--- config.mk ---
export PLATFORM = sky130hd
export DESIGN_NAME = beat_thresh_ctrl
export DESIGN_NICKNAME = d
export VERILOG_FILES = /design/src/rtl/atlas_beat_pkg.sv /design/src/rtl/thresh_hist_ram.sv /design/src/rtl/beat_thresh_ctrl.sv
export SDC_FILE = /design/constraint.sdc
export NUM_CORES = 1
export LEC_CHECK = 0
export ABC_AREA = 1
export BUFFER_PORTS_ARGS = -buffer_cell sky130_fd_sc_hd__buf_2
export CAP_MARGIN = 5
export CORE_MARGIN = 3
export CORE_UTILIZATION = 40
export DETAILED_ROUTE_END_ITERATION = 16
export PLACE_DENSITY_LB_ADDON = 0.25
export SLEW_MARGIN = 20
export SYNTH_ARGS = -nofsm -noshare
export SYNTH_HDL_FRONTEND = slang
export SYNTH_SLANG_ARGS = --single-unit
export TNS_END_PERCENT = 20
--- constraint.sdc ---
create_clock -name clk -period 3.4 [get_ports clk]
set_clock_uncertainty 0.15 [all_clocks]
set_input_delay 0.34 -clock clk [delete_from_list [all_inputs] [get_ports clk]]
set_output_delay 0.34 -clock clk [all_outputs]
set_load 0.02 [all_outputs]
--- src/rtl/atlas_beat_pkg.sv ---
// Shared types for the beat-tracker threshold controller.
package atlas_beat_pkg;

    typedef enum logic [1:0] {
        TC_IDLE,
        TC_READ,
        TC_UPDATE,
        TC_CALC
    } thresh_ctrl_state;

    localparam int THRESH_W = 8;

endpackage

--- src/rtl/thresh_hist_ram.sv ---
// Frame-energy history: single-port RAM with registered read and no reset.
module thresh_hist_ram #(
    parameter int ADDR_W = 4,
    parameter int DATA_W = 32
) (
    input  logic              clk,
    input  logic              we,
    input  logic [ADDR_W-1:0] addr,
    input  logic [DATA_W-1:0] wdata,
    output logic [DATA_W-1:0] rdata
);

    logic [DATA_W-1:0] mem [2**ADDR_W];

    // Read-before-write: rdata returns the old word when addr is written.
    always_ff @(posedge clk) begin
        if (we) begin
            mem[addr] <= wdata;
        end
        rdata <= mem[addr];
    end

endmodule

--- src/rtl/beat_thresh_ctrl.sv ---
// Adaptive beat threshold: 1.5x sliding-window average of frame energies,
// saturated to 8 bits, with manual override and warm-up masking.
module beat_thresh_ctrl
    import atlas_beat_pkg::*;
#(
    parameter int LOG_FRAMES = 4,
    parameter int GAIN_Q2    = 6,
    parameter int THRESH_MIN = 8,
    parameter int E_W        = 32
) (
    input  logic                clk,
    input  logic                reset,
    input  logic                frame_valid,
    input  logic [E_W-1:0]      frame_energy,
    input  logic                manual_en,
    input  logic [THRESH_W-1:0] manual_thresh,
    output logic [THRESH_W-1:0] thresh,
    output logic                thresh_valid,
    output logic                overrun,
    output logic [15:0]         frame_ctr
);

    localparam int FRAMES = 2**LOG_FRAMES;
    localparam int SUM_W  = E_W + LOG_FRAMES;
    localparam int SCL_W  = E_W + 8;

    localparam logic [SCL_W-1:0]      GAIN_EXT = SCL_W'(GAIN_Q2);
    localparam logic [SCL_W-1:0]      SAT_MAX  = SCL_W'(2**THRESH_W - 1);
    localparam logic [SCL_W-1:0]      SAT_MIN  = SCL_W'(THRESH_MIN);
    localparam logic [LOG_FRAMES:0]   FILL_MAX = (LOG_FRAMES+1)'(FRAMES);

    thresh_ctrl_state state, state_nxt;

    logic signed [E_W-1:0]   energy_s;
    logic [E_W-1:0]          e_p0;
    logic [E_W-1:0]          oldest_p1;
    logic [SUM_W-1:0]        sum;
    logic [LOG_FRAMES-1:0]   wr_ptr;
    logic [LOG_FRAMES:0]     fill;
    logic                    full;
    logic [THRESH_W-1:0]     thresh_auto_p2;
    logic                    accept;
    logic                    ram_we;

    function automatic logic [E_W-1:0] clamp_pos(input logic signed [E_W-1:0] v);
        return (v < 0) ? '0 : E_W'(v);
    endfunction

    function automatic logic [THRESH_W-1:0] sat_thresh(input logic [SUM_W-1:0] s);
        logic [SCL_W-1:0] avg;
        logic [SCL_W-1:0] scaled;
        avg    = SCL_W'(s >> LOG_FRAMES);
        scaled = (avg * GAIN_EXT) >> 2;
        if (scaled > SAT_MAX) begin
            return '1;
        end else if (scaled < SAT_MIN) begin
            return THRESH_W'(THRESH_MIN);
        end
        return scaled[THRESH_W-1:0];
    endfunction

    assign energy_s = frame_energy;
    assign full     = (fill == FILL_MAX);
    assign ram_we   = (state == TC_UPDATE) && reset;

    always_comb begin
        state_nxt = state;
        accept    = 1'b0;
        case (state)
            TC_IDLE: begin
                if (frame_valid) begin
                    accept    = 1'b1;
                    state_nxt = TC_READ;
                end
            end
            TC_READ:   state_nxt = TC_UPDATE;
            TC_UPDATE: state_nxt = TC_CALC;
            TC_CALC:   state_nxt = TC_IDLE;
            default:   state_nxt = TC_IDLE;
        endcase
    end

    always_ff @(posedge clk) begin
        if (!reset) begin
            state <= TC_IDLE;
        end else begin
            state <= state_nxt;
        end
    end

    thresh_hist_ram #(
        .ADDR_W (LOG_FRAMES),
        .DATA_W (E_W)
    ) u_hist (
        .clk   (clk),
        .we    (ram_we),
        .addr  (wr_ptr),
        .wdata (e_p0),
        .rdata (oldest_p1)
    );

    // p0: latch the clamped energy on acceptance
    always_ff @(posedge clk) begin
        if (accept) begin
            e_p0 <= clamp_pos(energy_s);
        end
    end

    // p1/p2: window sum and pointer bookkeeping, then the scaled threshold
    always_ff @(posedge clk) begin
        if (!reset) begin
            sum          <= '0;
            wr_ptr       <= '0;
            fill         <= '0;
            frame_ctr    <= '0;
            overrun      <= 1'b0;
            thresh       <= '1;
            thresh_valid <= 1'b0;
        end else begin
            if (accept) begin
                frame_ctr <= frame_ctr + 16'd1;
            end
            if (frame_valid && state != TC_IDLE) begin
                overrun <= 1'b1;
            end
            if (state == TC_UPDATE) begin
                sum    <= sum + SUM_W'(e_p0) - (full ? SUM_W'(oldest_p1) : '0);
                wr_ptr <= wr_ptr + 1'b1;
                if (!full) begin
                    fill <= fill + 1'b1;
                end
            end
            thresh       <= manual_en ? manual_thresh : (full ? thresh_auto_p2 : '1);
            thresh_valid <= manual_en | full;
        end
    end

    always_ff @(posedge clk) begin
        if (state == TC_CALC) begin
            thresh_auto_p2 <= sat_thresh(sum);
        end
    end

endmodule

# Word-level counts from Yosys, hierarchy flattened
# Memories as Yosys holds them, arrays and structs flattened. A register that Yosys moved wholly into a read port is not among the register bits.
# Cells that the tools add are included.
op_classes:
  addsub: 5
  n_mul: 1
  order_cmp: 3
  eq_ne: 5
  n_mux: 15
  bitwise_logic: 2
  reduce_logical: 5
ops:
  columns: ["operator", "n"]
  rows:
  - ["2-to-1 mux 8 bit", 5]
  - ["adder 36 x 32 -> 36 bit", 1]
  - ["subtractor 36 x 32 -> 36 bit", 1]
  - ["multiplier 32 x 2 -> 34 bit, second input constant", 1]
  - ["greater-than comparator 33 x 8 -> 1 bit, second input constant", 1]
  - ["< comparator 33 x 4 -> 1 bit, second input constant", 1]
  - ["< comparator 32 x 1 -> 1 bit, second input constant", 1]
  - ["2-to-1 mux 32 bit", 1]
  - ["adder 16 x 1 -> 16 bit, second input constant", 1]
  - ["one-hot mux 2 bit (4 select lines)", 1]
  - ["2-to-1 mux 1 bit", 7]
  - ["adder 5 x 1 -> 5 bit, second input constant", 1]
  - ["equality test 5 bit, second input constant", 1]
  - ["adder 4 x 1 -> 4 bit, second input constant", 1]
  - ["equality test 2 bit, second input constant", 2]
  - ["equality test 2 x 1 -> 1 bit, second input constant", 1]
  - ["logical AND 1 bit", 2]
  - ["logical NOT 2 bit", 1]
  - ["2-to-1 mux 2 bit", 1]
  - ["!= test 2 bit, second input constant", 1]
  - ["AND reduction 2 bit", 1]
  - ["nonzero test 2 bit", 1]
  - ["NOT 1 bit", 1]
  - ["bitwise OR 1 bit", 1]
totals:
  regBits: 113
  ram_bits: 512
  input_bits: 44
  out_inout_bits: 26
  elab_cells: 47
  mem_count: 1
memory_table:
  columns: ["memory", "words", "width", "rd", "rd_ports_with_merged_regs", "wr", "line", "text"]
  rows:
  - ["u_hist.mem", 16, 32, 1, 1, 1, "thresh_hist_ram.sv:13", "logic [DATA_W-1:0] mem [2**ADDR_W];"]

# Logic depth before layout (Yosys ltp)
depth:
  depth_word: 6
  depth_mapped: 22
  ltp_nobuf: 21

# Cells and area by module
# From an unflattened synthesis, not the netlist that was laid out.
hier_totals:
  hier_cells: 3764
  area_unflattened_um2: 32647.6
by_module_without_submodules:
  columns: ["mod", "n_inst", "cells_per_inst", "area_each_um2", "seq_area_each_um2"]
  rows:
  - ["thresh_hist_ram", 1, 2113, 22213.8, 16015.4]
  - ["beat_thresh_ctrl", 1, 1651, 10433.8, 2662.6]

# Worst setup path before layout
# Ideal clock, no wire load.
synth_timing:
  kind: "register to register"
  from: "register wr_ptr[0]"
  to: "memory u_hist.mem[0][0], enable pin"
  setup_time_ns: 0.421
  arrival_time_ns: 2.863
  required_ns: 2.829
  setup_slack_ns: -0.034
  stages_incl_launch_ff: 8
  n_path_buf: 3
  period_less_slack_ns: 3.434
  path_cell_list: "dfxtp_1 > buf_2 > inv_1 > clkbuf_1 > clkbuf_1 > ha_1 > nand2_1 > nor2_1"
synth_rtl:
  columns: ["element", "line", "text"]
  rows:
  - ["from (decl)", "beat_thresh_ctrl.sv:38", "logic [LOG_FRAMES-1:0] wr_ptr;"]
  - ["from (signal assigned)", "beat_thresh_ctrl.sv:128", "wr_ptr <= wr_ptr + 1'b1;"]
  - ["to (decl)", "thresh_hist_ram.sv:13", null]
# Straight into the memory's write port.

# Final worst setup path
layout_timing:
  from: "register fill[1]"
  to: "register sum[22]"
layout_via:
  elab_chain_cells: 3
layout_lines:
  columns: ["element", "line", "text"]
  rows:
  - ["from (decl)", "beat_thresh_ctrl.sv:39", "logic [LOG_FRAMES:0] fill;"]
  - ["from (signal assigned)", "beat_thresh_ctrl.sv:130", "fill <= fill + 1'b1;"]
  - ["equality test 5 bit", "beat_thresh_ctrl.sv:63", "assign full = (fill == FILL_MAX);"]
  - ["2-to-1 mux 32 bit", "beat_thresh_ctrl.sv:127", "sum <= sum + SUM_W'(e_p0) - (full ? SUM_W'(oldest_p1) : '0);"]
  - ["subtractor 36 x 32 -> 36 bit", "beat_thresh_ctrl.sv:127", null]
  - ["to (signal assigned)", "beat_thresh_ctrl.sv:127", null]
  - ["to (decl)", "beat_thresh_ctrl.sv:37", "logic [SUM_W-1:0] sum;"]
# No other way between the ends.
# A chain may end at the register's enable or synchronous reset.

==> results.sh <==
export IMPL_syn_area_per_cell_um2=9.82
export IMPL_endpoint_kind="register"
export IMPL_setup_ws_ns=0.0352
export IMPL_std_cell_rows=100
export IMPL_diodes=0
export IMPL_synthesis_nets=3279
export IMPL_hp_class="primary input to register"
export IMPL_yosys_warnings=0
export IMPL_first_global_vias=21600
export IMPL_finalSetupViolCount=0
export IMPL_final_cell_mix="552 x edfxtp_1, 497 x nand2_1, 414 x inv_1, 409 x nor2_1, 308 x o21ai_0"
export IMPL_p_total_mw=34.0
export IMPL_clk_latency_ns=0.63
export IMPL_ir_worst_vdd_mv=0.511
export IMPL_fin_cells=4460
export IMPL_critPathLaunchType="register"
export IMPL_post_route_period_util=0.990
export IMPL_final_common_cell="edfxtp_1"
export IMPL_ys_flop_type="edfxtp_1"
export IMPL_cts_tree="yes"
export IMPL_portBuffers=69
export IMPL_p_per_area_mw_per_mm2=904
export IMPL_drive_above_1_share=0.163
export IMPL_antenna_found_initial=0
export IMPL_synth_edff_count=552
export IMPL_period_minus_slack_ns=3.36
export IMPL_slew_violations=0
export IMPL_synthToLayoutAreaGrowth_pct=22.5
export IMPL_grt_overflow_total=0
export IMPL_ys_seq_area_frac=0.609
export IMPL_grt_usage=0.211
export IMPL_drt_iter0_drc=2020
export IMPL_firstDrtPassIters=7
export IMPL_ios=70
export IMPL_syn_area_mm2=0.0307
export IMPL_rrSetupSlack_ns=0.04
export IMPL_async_flop_share=0
export IMPL_max_freq_mhz=297
export IMPL_vias=22800
export IMPL_rsz0062_at_grt="yes"
export IMPL_drcViolationCount=0
export IMPL_grt_pass1_wl_mm=128
export IMPL_worstPathMaxFanout=6
export IMPL_synth_distinct_cells=43
export IMPL_clockRootBuffer="clkbuf_16"
export IMPL_crit_type="register to register"
export IMPL_ys_ff_latch=657
export IMPL_cts_buffer_depth=3
export IMPL_hpwlAfterDp_mm=52.4
export IMPL_drt_wl_total_mm=85.4
export IMPL_dp_cells=4258
export IMPL_outcome="complete, no violations"
export IMPL_synth_cells=3124
export IMPL_die_h_um=283
export IMPL_setup_tns_ns=0
export IMPL_die_x_um=283
export IMPL_grt_max_degree=154
export IMPL_viasPerCell=5.11
export IMPL_clock_sinks=657
export IMPL_drv_cap=0
export IMPL_hold_violations=0
export IMPL_synth_compound_area_share=0.108
export IMPL_finalInstanceArea_mm2=0.0376
export IMPL_cts_clk_slew_worst_paths_ns=0.06
export IMPL_drtAntennaViolNets=0
export IMPL_p_leak_nw=14.7
export IMPL_placed_area_mm2=0.0335
export IMPL_synth_fa_ha_area_frac=0.0534
export IMPL_synth_top_family_by_area="simple AND/OR/NAND/NOR gates"
export IMPL_worst_pin_slew_ns=1.09
export IMPL_h_tree_depth=3
export IMPL_gp_congestion=0.917
export IMPL_dp_slack_ns=-0.0658
export IMPL_synthMuxAreaShare=0.00261
export IMPL_cp_arrival_ns=3.79
export IMPL_synthSimpleGateAreaFrac=0.152
export IMPL_slew_headroom=0.274
export IMPL_core_mm2=0.0752
export IMPL_fin_nets=3536
export IMPL_die_area_mm2=0.0800
export IMPL_synth_xor_area_frac=0.00743
export IMPL_cts_buffers=73
export IMPL_cp_required_ns=3.82
export IMPL_start_util=0.408
export IMPL_wire_per_inst_um=19.1
## critical path, stage by stage, from the launching register on
cell and delay [ns]:
dfxtp_2 0.33, inv_2 0.04, ha_2 0.16, nand4_1 0.07, buf_6 0.19, clkbuf_16 0.18
nor2_4 0.03, fa_1 0.51, inv_2 0.05, ha_4 0.29, buf_6 0.11, nand2_4 0.05
o21ai_4 0.17, nand2_1 0.08, nand2_2 0.09, nand2_2 0.06, nand2_2 0.07, a21o_1 0.20
a21oi_2 0.09, or2_1 0.23, nand3_1 0.06, nand2_1 0.05, inv_1 0.04
## synth_stat cells, drive strengths merged (19+ instances only)
master / count / share of area
nand3: 80 / 0.013
nand4: 52 / 0.011
o22ai: 128 / 0.026
dfxtp: 105 / 0.069
inv: 432 / 0.053
o21ai: 332 / 0.054
edfxtp: 552 / 0.54
nor2: 468 / 0.058
clkbuf: 112 / 0.014
a21oi: 125 / 0.020
nand2: 523 / 0.064
fa: 33 / 0.022
ha: 78 / 0.032
nor3: 19 / 0.0033
## cell families (layout without fill, tap and decap cells)
logic type,count (synthesis),in the layout
AO/OA/AOI/OAI,613,613
XOR/XNOR,26,26
adder cells (fa/ha/maj),111,111
buffers and inverters,551,867
flip-flops,657,657
multiplexers,8,8
other,1,1
AND/OR/NAND/NOR,1157,1157
## timing repair
item	in CTS	in global routing
setup endpoints to repair	16	28
endpoints found under the hold margin	42	0
pin swaps	6	54
gates cloned	1	2
resized for setup	30	186
hold buffers	48	0
buffers inserted	3	14
## registers in the layout, indices dropped and copies added (netlist names), 5 cells and up
signal / flops
u_hist.rdata: 32
thresh: 8
frame_ctr: 16
u_hist.mem: 512
fill: 5
sum: 36
e_p0: 32
thresh_auto_p2: 8
## worst paths after layout
check	startpoint	cells after the start	end
worst min-delay path	manual_en	3	thresh_valid
worst max register to register	fill[1]	22	sum[22]
worst max-delay path	fill[1]	22	sum[22]
worst min register to register	frame_ctr[15]	2	frame_ctr[15]
## through the flow
step | hold slack [ns] | utilization
2_1_floorplan | 0.284 | -
6_report | 0.118 | 0.500
3_3_place_gp | 0.302 | 0.445
4_1_cts | 0.0972 | 0.488
5_1_grt | 0.159 | 0.500
3_5_place_dp | 0.303 | 0.445
## cell type report
type	instances	area (um2)
Fill cell	6854	37600
Timing Repair Buffer	300	2560
Clock buffer	83	1890
Sequential cell	657	18700
Inverter	433	1630
Multi-Input combinational cell	1916	10900
Clock inverter	51	638
Tap cell	1020	1280
## where the power goes
part / internal [mW] / switching (mW)
clock network: 4.95 / 3.32
registers: 9.80 / 0.601
logic: 6.13 / 9.15
total: 20.9 / 13.1
## per-layer routing
layer  part of all wire  global-route usage  routed length, um  vias up
met2               0.47               0.345              40100      658
met3              0.057              0.0288               4840      134
li1                   -                   -                  -    11100
met4              0.030              0.0707               2540        0
met1               0.44               0.290              37900    10900
met5                  0                   0                  0        -
(Power assumes the default switching activity.)
